==> src/rtl/ssd_pkg.sv <==
`default_nettype none
// ============================================================================
// Module   : ssd_pkg
// Brief    : Shared constants and the digit-to-segment table for ssd_scanner.
// Revision : 1.0
// ============================================================================
package ssd_pkg;

    // Active-low segment patterns, bit order {g,f,e,d,c,b,a}
    localparam logic [6:0] SEG_0     = 7'b1000000;
    localparam logic [6:0] SEG_1     = 7'b1111001;
    localparam logic [6:0] SEG_2     = 7'b0100100;
    localparam logic [6:0] SEG_3     = 7'b0110000;
    localparam logic [6:0] SEG_4     = 7'b0011001;
    localparam logic [6:0] SEG_5     = 7'b0010010;
    localparam logic [6:0] SEG_6     = 7'b0000010;
    localparam logic [6:0] SEG_7     = 7'b1111000;
    localparam logic [6:0] SEG_8     = 7'b0000000;
    localparam logic [6:0] SEG_9     = 7'b0010000;
    localparam logic [6:0] SEG_BLANK = 7'h7F;

    localparam logic [11:0] SLOT_INVALID = 12'hFFF;

    localparam logic [1:0] POS_IDX = 2'd3;
    localparam logic [1:0] POS_HUN = 2'd2;
    localparam logic [1:0] POS_TEN = 2'd1;
    localparam logic [1:0] POS_ONE = 2'd0;

    function automatic logic [6:0] digit_to_seg(input logic [3:0] digit);
        logic [6:0] pattern;
        case (digit)
            4'd0:    pattern = SEG_0;
            4'd1:    pattern = SEG_1;
            4'd2:    pattern = SEG_2;
            4'd3:    pattern = SEG_3;
            4'd4:    pattern = SEG_4;
            4'd5:    pattern = SEG_5;
            4'd6:    pattern = SEG_6;
            4'd7:    pattern = SEG_7;
            4'd8:    pattern = SEG_8;
            4'd9:    pattern = SEG_9;
            default: pattern = SEG_BLANK;
        endcase
        return pattern;
    endfunction

endpackage : ssd_pkg
`default_nettype wire

==> src/rtl/bcd_to_seg.sv <==
`default_nettype none
// ============================================================================
// Module   : bcd_to_seg
// Brief    : BCD nibble plus blank flag to active-low seven-segment pattern.
// Revision : 1.0
// ============================================================================
module bcd_to_seg
    import ssd_pkg::*;
(
    input  logic [3:0] i_digit,
    input  logic       i_blank,
    output logic [6:0] o_seg
);

    // Non-decimal nibbles fall through to the blank pattern in the table
    always_comb begin
        o_seg = SEG_BLANK;
        if (!i_blank) begin
            o_seg = digit_to_seg(i_digit);
        end
    end

endmodule : bcd_to_seg
`default_nettype wire

==> src/rtl/ssd_scanner.sv <==
`default_nettype none
// ============================================================================
// Module   : ssd_scanner
// Brief    : Four-digit multiplexed seven-segment driver with slot selection.
// Revision : 1.0
// ============================================================================
module ssd_scanner
    import ssd_pkg::*;
#(
    parameter int SCAN_DIV = 100000
) (
    input  logic        clk,
    input  logic        reset,
    input  logic [47:0] numbers,
    input  logic        next,
    output logic [3:0]  an,
    output logic [6:0]  seg,
    output logic        dp,
    output logic [1:0]  sel_idx
);

    localparam int              c_PRESC_W   = (SCAN_DIV > 1) ? $clog2(SCAN_DIV) : 1;
    localparam logic [c_PRESC_W-1:0] c_PRESC_MAX = c_PRESC_W'(SCAN_DIV - 1);

    logic [c_PRESC_W-1:0] r_presc;
    logic [1:0]           r_pos;
    logic [1:0]           r_sel;
    logic [3:0]           r_an;
    logic [6:0]           r_seg;
    logic                 r_dp;

    logic [11:0] w_slot [4];
    logic [3:0]  w_valid;
    logic        w_any_valid;
    logic        w_tick;
    logic        w_adv;
    logic        w_found;
    logic [1:0]  w_next_sel;
    logic [1:0]  w_c1, w_c2, w_c3;
    logic [11:0] w_cur;
    logic [3:0]  w_digit;
    logic        w_blank;
    logic [6:0]  w_seg;

    for (genvar k = 0; k < 4; k++) begin : g_slot
        assign w_slot[k]  = numbers[12*k +: 12];
        assign w_valid[k] = (w_slot[k] != SLOT_INVALID);
    end

    assign w_any_valid = |w_valid;
    assign w_tick      = (r_presc == c_PRESC_MAX);
    assign w_cur       = w_slot[r_sel];

    // Auto-advance only when there is somewhere valid to move to
    assign w_adv = next | (~w_valid[r_sel] & w_any_valid);

    assign w_c1 = r_sel + 2'd1;
    assign w_c2 = r_sel + 2'd2;
    assign w_c3 = r_sel + 2'd3;

    always_comb begin
        w_found    = 1'b1;
        w_next_sel = r_sel;
        if (w_valid[w_c1]) begin
            w_next_sel = w_c1;
        end else if (w_valid[w_c2]) begin
            w_next_sel = w_c2;
        end else if (w_valid[w_c3]) begin
            w_next_sel = w_c3;
        end else begin
            w_found = 1'b0;
        end
    end

    // Leading-zero suppression: tens only blanks when hundreds is also zero
    always_comb begin
        w_digit = w_cur[3:0];
        w_blank = 1'b0;
        case (r_pos)
            POS_IDX: w_digit = {2'b00, r_sel} + 4'd1;
            POS_HUN: begin
                w_digit = w_cur[11:8];
                w_blank = (w_cur[11:8] == 4'd0);
            end
            POS_TEN: begin
                w_digit = w_cur[7:4];
                w_blank = (w_cur[11:8] == 4'd0) && (w_cur[7:4] == 4'd0);
            end
            default: w_digit = w_cur[3:0];
        endcase
    end

    bcd_to_seg u_bcd_to_seg (
        .i_digit (w_digit),
        .i_blank (w_blank),
        .o_seg   (w_seg)
    );

    always_ff @(posedge clk) begin
        if (reset) begin
            r_presc <= '0;
            r_pos   <= POS_ONE;
            r_sel   <= 2'd0;
            r_an    <= 4'hF;
            r_seg   <= SEG_BLANK;
            r_dp    <= 1'b1;
        end else begin
            r_presc <= w_tick ? '0 : r_presc + c_PRESC_W'(1);
            if (w_tick) begin
                r_pos <= r_pos + 2'd1;
            end
            if (w_adv && w_found) begin
                r_sel <= w_next_sel;
            end
            if (w_any_valid) begin
                r_an  <= ~(4'b0001 << r_pos);
                r_seg <= w_seg;
                r_dp  <= (r_pos != POS_IDX);
            end else begin
                r_an  <= 4'hF;
                r_seg <= SEG_BLANK;
                r_dp  <= 1'b1;
            end
        end
    end

    assign an      = r_an;
    assign seg     = r_seg;
    assign dp      = r_dp;
    assign sel_idx = r_sel;

endmodule : ssd_scanner
`default_nettype wire

==> config.mk <==
export PLATFORM = sky130hd
export DESIGN_NAME = ssd_scanner
export DESIGN_NICKNAME = d
export VERILOG_FILES = /design/src/rtl/ssd_pkg.sv /design/src/rtl/bcd_to_seg.sv /design/src/rtl/ssd_scanner.sv
export SDC_FILE = /design/constraint.sdc
export NUM_CORES = 1
export LEC_CHECK = 0
export CAP_MARGIN = 10
export CORE_AREA = 8 8 75 77
export CTS_CLUSTER_SIZE = 24
export DETAILED_ROUTE_END_ITERATION = 10
export DIE_AREA = 0 0 83 85
export PLACE_DENSITY = 0.81
export SETUP_SLACK_MARGIN = 0.2
export SLEW_MARGIN = 10
export SYNTH_ARGS = -nofsm -noshare
export SYNTH_HDL_FRONTEND = slang
export SYNTH_SLANG_ARGS = --single-unit
==> constraint.sdc <==
create_clock -name clk -period 5.5 [get_ports clk]
set_input_delay 0.55 -clock clk [delete_from_list [all_inputs] [get_ports clk]]
set_output_delay 0.55 -clock clk [all_outputs]
set_load 0.01 [all_outputs]
==> results.md, run 1 <==
- Final WL: 5750 um
- Gpl congestion: 0.974
- First-pass GRT wire length: 9710 um
- Worst min path class: register to register
- Via count: 2,127
- Antenna Violating Nets Remaining: 0
- WS Path Type: register to register
- Gr ovfl total: 0
- Pre-antenna DRT Iters: 4
- Logic pwr share: 32.7%
- Drt via density: 5.92
- FF/Latch Area: 641 um2
- Antenna violations before repair: 0
- Vias in the first global route: 2,183
- Synth warnings: 0
- Area Overhead vs Synth: 35.8%
- Outcome: completed
- Flop2flop setup slack: 2640 ps
- Ys async rst share: 0%
- DR DRC count: 0
- Clk buf depth: 2
- Endpoint type of the worst setup path: register
- Cell depth of the worst flop-to-flop path: 8
- Share of cells above drive strength 1: 8.85%
- FILL cells: 365
- Port bufs: 64
- Netlist cell types: 48
- Syn avg cell area: 9.09 um2
- Seq pwr share: 34.9%
- WL/cell: 16.0 um
- Synth Flop Type: dfxtp_1
- Worst min-delay path startpoint: r_presc[0]
- Die Wd: 83 um
- Ant diodes: 0
- Largest net degree at the start of global routing: 27
- Die H: 85 um
- Maximum VDD drop: 0.162 mV
- Slew @ Worst Pin: 914 ps
- DIE AREA: 0.00706 mm2
- Clk network pwr share: 32.4%
- Reg-to-Reg End: seg[6]
- Hold Buf Count CTS: 0
- Max_cap viols: 0
- Final setup TNS: 0 ps
- Worst Hold Path EP: r_presc[0]
- CTS tree: done
- Core area: 0.00454 mm2
- Post-synth EDFFs: 0
- Rel. slew slack: 39.0%
- Critical path origin: sel_idx[1]
- # IOs: 65
- Switch Pwr: 0.205 mW
- Critical R2R Launch: sel_idx[1]
- TritonCTS Buffers: 5
- # H-tree levels: 2
- Postcts setup bufs: 0
- Required @ worst endpoint: 5660 ps
- Unrepaired setup endpoints after global routing: no
- Largest fanout on the critical path: 24
- Row count: 25
- WP data arrival: 3020 ps
- Final hold vios: 0
- Skew final: 9.99 ps
- Sw Ratio: 27.6%
- Clock-pin slew on the worst setup and hold paths: 70 ps
- Fmax: 350 MHz
- Clock tree sinks: 32
- Multi-input logic area: 0.00146 mm2
- CTS root buffer: clkbuf_8
- Initial Utilization: 48.1%
- Syn Std Cell Area: 0.00218 mm2
- Starting DRT DRC Count: 155
- Post-Synthesis Cells: 240
- Setup Viol. Count Final: 0
- Leakage: 1.03 nW
- Skew-Pair Late Insertion Delay: 270 ps
- Post-DP HPWL: 4750 um
- Fin nets: 365
- Syn_nets: 301
- PostCTS Resize Cnt: 0
- Power Dens Cells: 250 mW/mm2
- Hold depth: 1
- Util after Layout: 65.4%
- Seq cells post-synth: 32
- Internal power: 0.537 mW
- Final Slew Violations: 0
- GR Util All Layers: 15.9%
- Seq/Total Area, Yosys: 29.4%
- Final min period: 2860 ps
- CP startpoint kind: register
- Final Cycle Share: 52.0%
-- how the worst max path moves through the flow --
| stage | slack (ps) | endpoint |
|---|---|---|
| after floorplan | 3070 | seg[6] |
| after global placement | 2570 | seg[6] |
| after detailed placement | 2490 | sel_idx[0] |
| after CTS | 2660 | seg[6] |
| after global routing | 2460 | seg[6] |
| final | 2640 | seg[6] |
-- registers in the layout, summed over array words and instances (netlist names) --
name,cells
r_presc,17
seg,7
an,4
r_pos,2
sel_idx,2
-- critical path, stage by stage (launching register included) --
cell	delay [ps]
dfxtp_1	920
mux4_2	430
a221oi_1	290
o2bb2ai_1	270
inv_1	110
ha_1	230
o21ai_1	140
a21oi_1	50
or3_1	300
-- kinds of logic after synthesis --
logic type      Yosys count  synth area share (%)
simple gates            117                  28.0
flops                    32                  29.4
buf+inv                  15                  3.96
mux                      17                  15.3
fa+ha+maj                10                  5.73
compound gates           33                  11.2
xor+xnor                 16                  6.42
-- cells in the mapped netlist (5+ instances only) --
cell type,count,area (um2)
xor2_1,11,96.3
mux4_2,13,293
nand3_1,10,50.1
a21oi_1,5,25.0
xnor2_1,5,43.8
nand4_1,22,138
nor4_1,10,62.6
inv_1,6,22.5
nor3_1,6,30.0
nand2b_1,5,31.3
ha_1,10,125
nor2_1,31,116
dfxtp_1,32,641
nand2_1,18,67.6
-- power groups by stage --
stage          sequential (mW)  clock (mW)  combinational [mW]
3_3_place_gp             0.263           0               0.239
4_1_cts                  0.259       0.245               0.243
2_1_floorplan            0.267           0               0.150
6_report                 0.259       0.241               0.242
5_1_grt                  0.261       0.254               0.265
3_5_place_dp             0.264           0               0.241
-- cell type report --
cell class	count	area share [%]
Sequential cell	32	21.6
Timing Repair Buffer	65	21.9
Clock inverter	1	1.01
Tap cell	54	2.28
Multi-Input combinational cell	193	49.1
Inverter	7	0.886
Clock buffer	7	3.25
-- cell usage in the layout, fill, tap and decap left out, types with 2 or more instances in the layout --
master / netlist / layout
clkdlybuf4s50_1: 0 / 64
dfxtp_1: 32 / 32
nor2_1: 31 / 31
nand4_1: 22 / 22
nand2_1: 18 / 18
mux4_2: 13 / 13
xor2_1: 11 / 11
nor4_1: 10 / 10
nand3_1: 10 / 10
ha_1: 10 / 10
clkbuf_8: 0 / 7
inv_1: 6 / 6
nor3_1: 6 / 6
xnor2_1: 5 / 5
a21oi_1: 5 / 5
nand2b_1: 5 / 5
and4_1: 4 / 4
o21ai_1: 4 / 4
a221o_1: 3 / 3
and3_1: 3 / 3
mux2i_1: 3 / 3
o211ai_1: 3 / 3
a211oi_1: 3 / 3
o2bb2ai_1: 2 / 2
a21o_1: 2 / 2
a41oi_1: 2 / 2
-- layer usage --
layer	vias to the layer above	part of all wire (%)	track usage, %
li1	1049	-	-
met1	980	41	18.7
met2	90	50	27.2
met3	8	7.2	3.45
met4	0	1.7	6.55
met5	-	0	0
-- per-stage QoR --
stage                     cell area [um2]  total power, mW  instances  worst slack [ps]  hold slack [ps]
after detailed placement             2840            0.506        351              2490              436
after global routing                 2960            0.779        359              2460              478
after floorplan                      2180            0.417        240              3070              413
after global placement               2840            0.502        351              2570              424
final                                2960            0.742        359              2640              441
after CTS                            2960            0.747        359              2660              446
Note: power is estimated with default switching activity, not from simulation.
==> run 2: changes to the inputs <==
Settings changed: CORE_AREA 8 8 75 77 to 8 8 78 80, DIE_AREA 0 0 83 85 to 0 0 86 88, PLACE_DENSITY 0.81 to 0.75.
Clock period 5.5 ns to 2.7 ns, I/O delays scaled along.
==> results.md, run 2 (synthesis gave the netlist of run 1 again) <==
- Outcome: completed (unchanged)
- Ant diodes: 0 (unchanged)
- GR Util All Layers: 15.4% (was 15.9%)
- Final Slew Violations: 0 (unchanged)
- # IOs: 65 (unchanged)
- Via count: 2,205 (was 2,127)
- Largest fanout on the critical path: 8 (was 24)
- CTS root buffer: clkbuf_8 (unchanged)
- Fmax: 417 MHz (was 350 MHz)
- Pre-CTS setup slack: 125 ps (was 2490 ps)
- Gpl congestion: 0.880 (was 0.974)
- Util after Layout: 62.2% (was 65.4%)
- CP Cell Sequence: buf_4 -> mux4_2 -> a221o_1 -> o21a_1 -> ha_1 -> o21ai_1 -> a21oi_1 -> or3_1 (was mux4_2 -> a221oi_1 -> o2bb2ai_1 -> inv_1 -> ha_1 -> o21ai_1 -> a21oi_1 -> or3_1)
- Max_cap viols: 0 (unchanged)
- Slew @ Worst Pin: 536 ps (was 914 ps)
- Setup Viol. Count Final: 0 (unchanged)
- Final WL: 6010 um (was 5750 um)
- DIE AREA: 0.00757 mm2 (was 0.00706 mm2)
- Cell family with most CP delay: compound AO/OA/AOI/OAI gates (was flip-flops)
- Area Overhead vs Synth: 40.1% (was 35.8%)
- Rel. slew slack: 64.0% (was 39.0%)
- Largest register FFs: 17 (unchanged)
- Antenna Violating Nets Remaining: 0 (unchanged)
- Share of cells above drive strength 1: 11.8% (was 8.85%)
- TritonCTS Buffers: 5 (unchanged)
- Final setup TNS: 0 ps (unchanged)
- Clock-pin slew on the worst setup and hold paths: 70 ps (about the same)
- Final hold vios: 0 (unchanged)
- Worst min path class: register to register (unchanged)
- Pre-antenna DRT Iters: 4 (unchanged)
- Power Dens Cells: 493 mW/mm2 (was 250 mW/mm2)
- Port bufs: 64 (unchanged)
- Reg with most FFs: r_presc (unchanged)
- Fin nets: 374 (was 365)
- # H-tree levels: 2 (unchanged)
- Clock tree sinks: 32 (unchanged)
- CTS tree: done (unchanged)
- Row count: 26 (was 25)
- FILL cells: 411 (was 365)
- Final WS setup: 302 ps (was 2640 ps)
- DR DRC count: 0 (unchanged)
- WS Path Type: register to register (unchanged)
- CP startpoint kind: register (unchanged)
- Maximum VDD drop: 0.221 mV (was 0.162 mV)
- Highest-delay cell along the critical path: mux4_2 (was dfxtp_1)
- Core area: 0.00491 mm2 (was 0.00454 mm2)
- Crit path largest cell delay: 530 ps (was 920 ps)
- Required @ worst endpoint: 2860 ps (was 5660 ps)
- Final Hold Slack: 447 ps (was 441 ps)
- Drt via density: 5.74 (was 5.92)
- Starting DRT DRC Count: 149 (was 155)
- Skew final: 8.36 ps (was 9.99 ps)
- Antenna violations before repair: 0 (unchanged)
- Vias in the first global route: 2,239 (was 2,183)
- Flop2flop setup slack: 300 ps (was 2640 ps)
- Largest net degree at the start of global routing: 25 (was 27)
- Leakage: 1.08 nW (was 1.03 nW)
- Unrepaired setup endpoints after global routing: no (unchanged)
- Post-DP HPWL: 4970 um (was 4750 um)
- WP data arrival: 2550 ps (was 3020 ps)
- Clk buf depth: 2 (unchanged)
- Worst Path Buf+Inv: 1 (unchanged)
- Die Wd: 86 um (was 83 um)
- WL/cell: 15.7 um (was 16.0 um)
- Postcts setup bufs: 0 (unchanged)
- Skew-Pair Late Insertion Delay: 280 ps (was 270 ps)
- First-pass GRT wire length: 9620 um (was 9710 um)
- Final min period: 2400 ps (was 2860 ps)
- Gr ovfl total: 0 (unchanged)
- Hold Buf Count CTS: 0 (unchanged)
- Initial Utilization: 44.4% (was 48.1%)
- Die H: 88 um (was 85 um)
- Endpoint type of the worst setup path: register (unchanged)
- Commonest non-fill, non-tap cell in the layout: clkdlybuf4s50_1 (unchanged)
- Most frequent cells in the layout: clkdlybuf4s50_1 (64), nor2_1 (31), dfxtp_1 (31), nand4_1 (22), nand2_1 (18) (was clkdlybuf4s50_1 (64), dfxtp_1 (32), nor2_1 (31), nand4_1 (22), nand2_1 (18))
- Final Cycle Share: 88.8% (was 52.0%)
[run 2: cell types whose count changed in the layout (fill, tap and decap cells not counted)]
cell / before / now
clkinv_2: 0 / 1
buf_4: 1 / 8
clkinvlp_4: 0 / 1
dfxtp_4: 0 / 1
buf_12: 0 / 1
buf_6: 0 / 1
dfxtp_1: 32 / 31
clkbuf_8: 7 / 5
[run 2: path summary, 6_finish.rpt]
check / cells after the start / from / end
setup reg to reg: 8 / sel_idx[0] / seg[6]
hold / removal: 1 / r_presc[0] / r_presc[0]
hold reg to reg: 1 / r_presc[0] / r_presc[0]
setup / recovery: 8 / sel_idx[0] / seg[6]
[run 2: metal layers]
layer | up-vias | wire length [um] | part of all wire [%] | global-route usage, %
met5 | - | 0 | 0 | 0
met4 | 0 | 88 | 1.5 | 5.89
met3 | 6 | 383 | 6.4 | 2.91
met2 | 100 | 2970 | 49 | 26.5
met1 | 1038 | 2570 | 43 | 18.5
li1 | 1061 | - | - | -
[run 2: final cells by class]
class                      count  area, um2  area share, %
multi-input combinational    193       1460           47.6
clock buffer                   5       68.8           2.25
timing repair buffer          74        732           23.9
inverter                       7       26.3          0.860
tap                           70       87.6           2.87
clock inverter                 3       42.5           1.39
sequential                    32        644           21.1
[run 2: metrics by stage]
stage / cell area, um2 / std cells / power, mW
3_3_place_gp: 2940 / 376 / 1.06
3_5_place_dp: 2940 / 376 / 1.06
4_1_cts: 3050 / 384 / 1.51
2_1_floorplan: 2180 / 240 / 0.850
6_report: 3060 / 384 / 1.51
5_1_grt: 3060 / 384 / 1.58
[run 2: worst register-to-register path, stage by stage (launching register included)]
cell	delay [ps]
dfxtp_4	400
buf_4	190
mux4_2	540
a221o_1	300
o21a_1	160
ha_1	210
o21ai_1	130
a21oi_1	50
or3_1	300
[run 2: power breakdown]
part           switching (mW)  internal [mW]
clock network           0.176          0.273
logic                   0.242          0.290
registers              0.0181          0.507
[run 2: repair_timing]
| action | 4_1_cts | 5_1_grt |
|---|---|---|
| gates cloned | 0 | 0 |
| endpoints found under the setup margin | 1 | 1 |
| pin swaps | 0 | 0 |
| hold endpoints to repair | 0 | 0 |
| gates resized for setup | 1 | 2 |
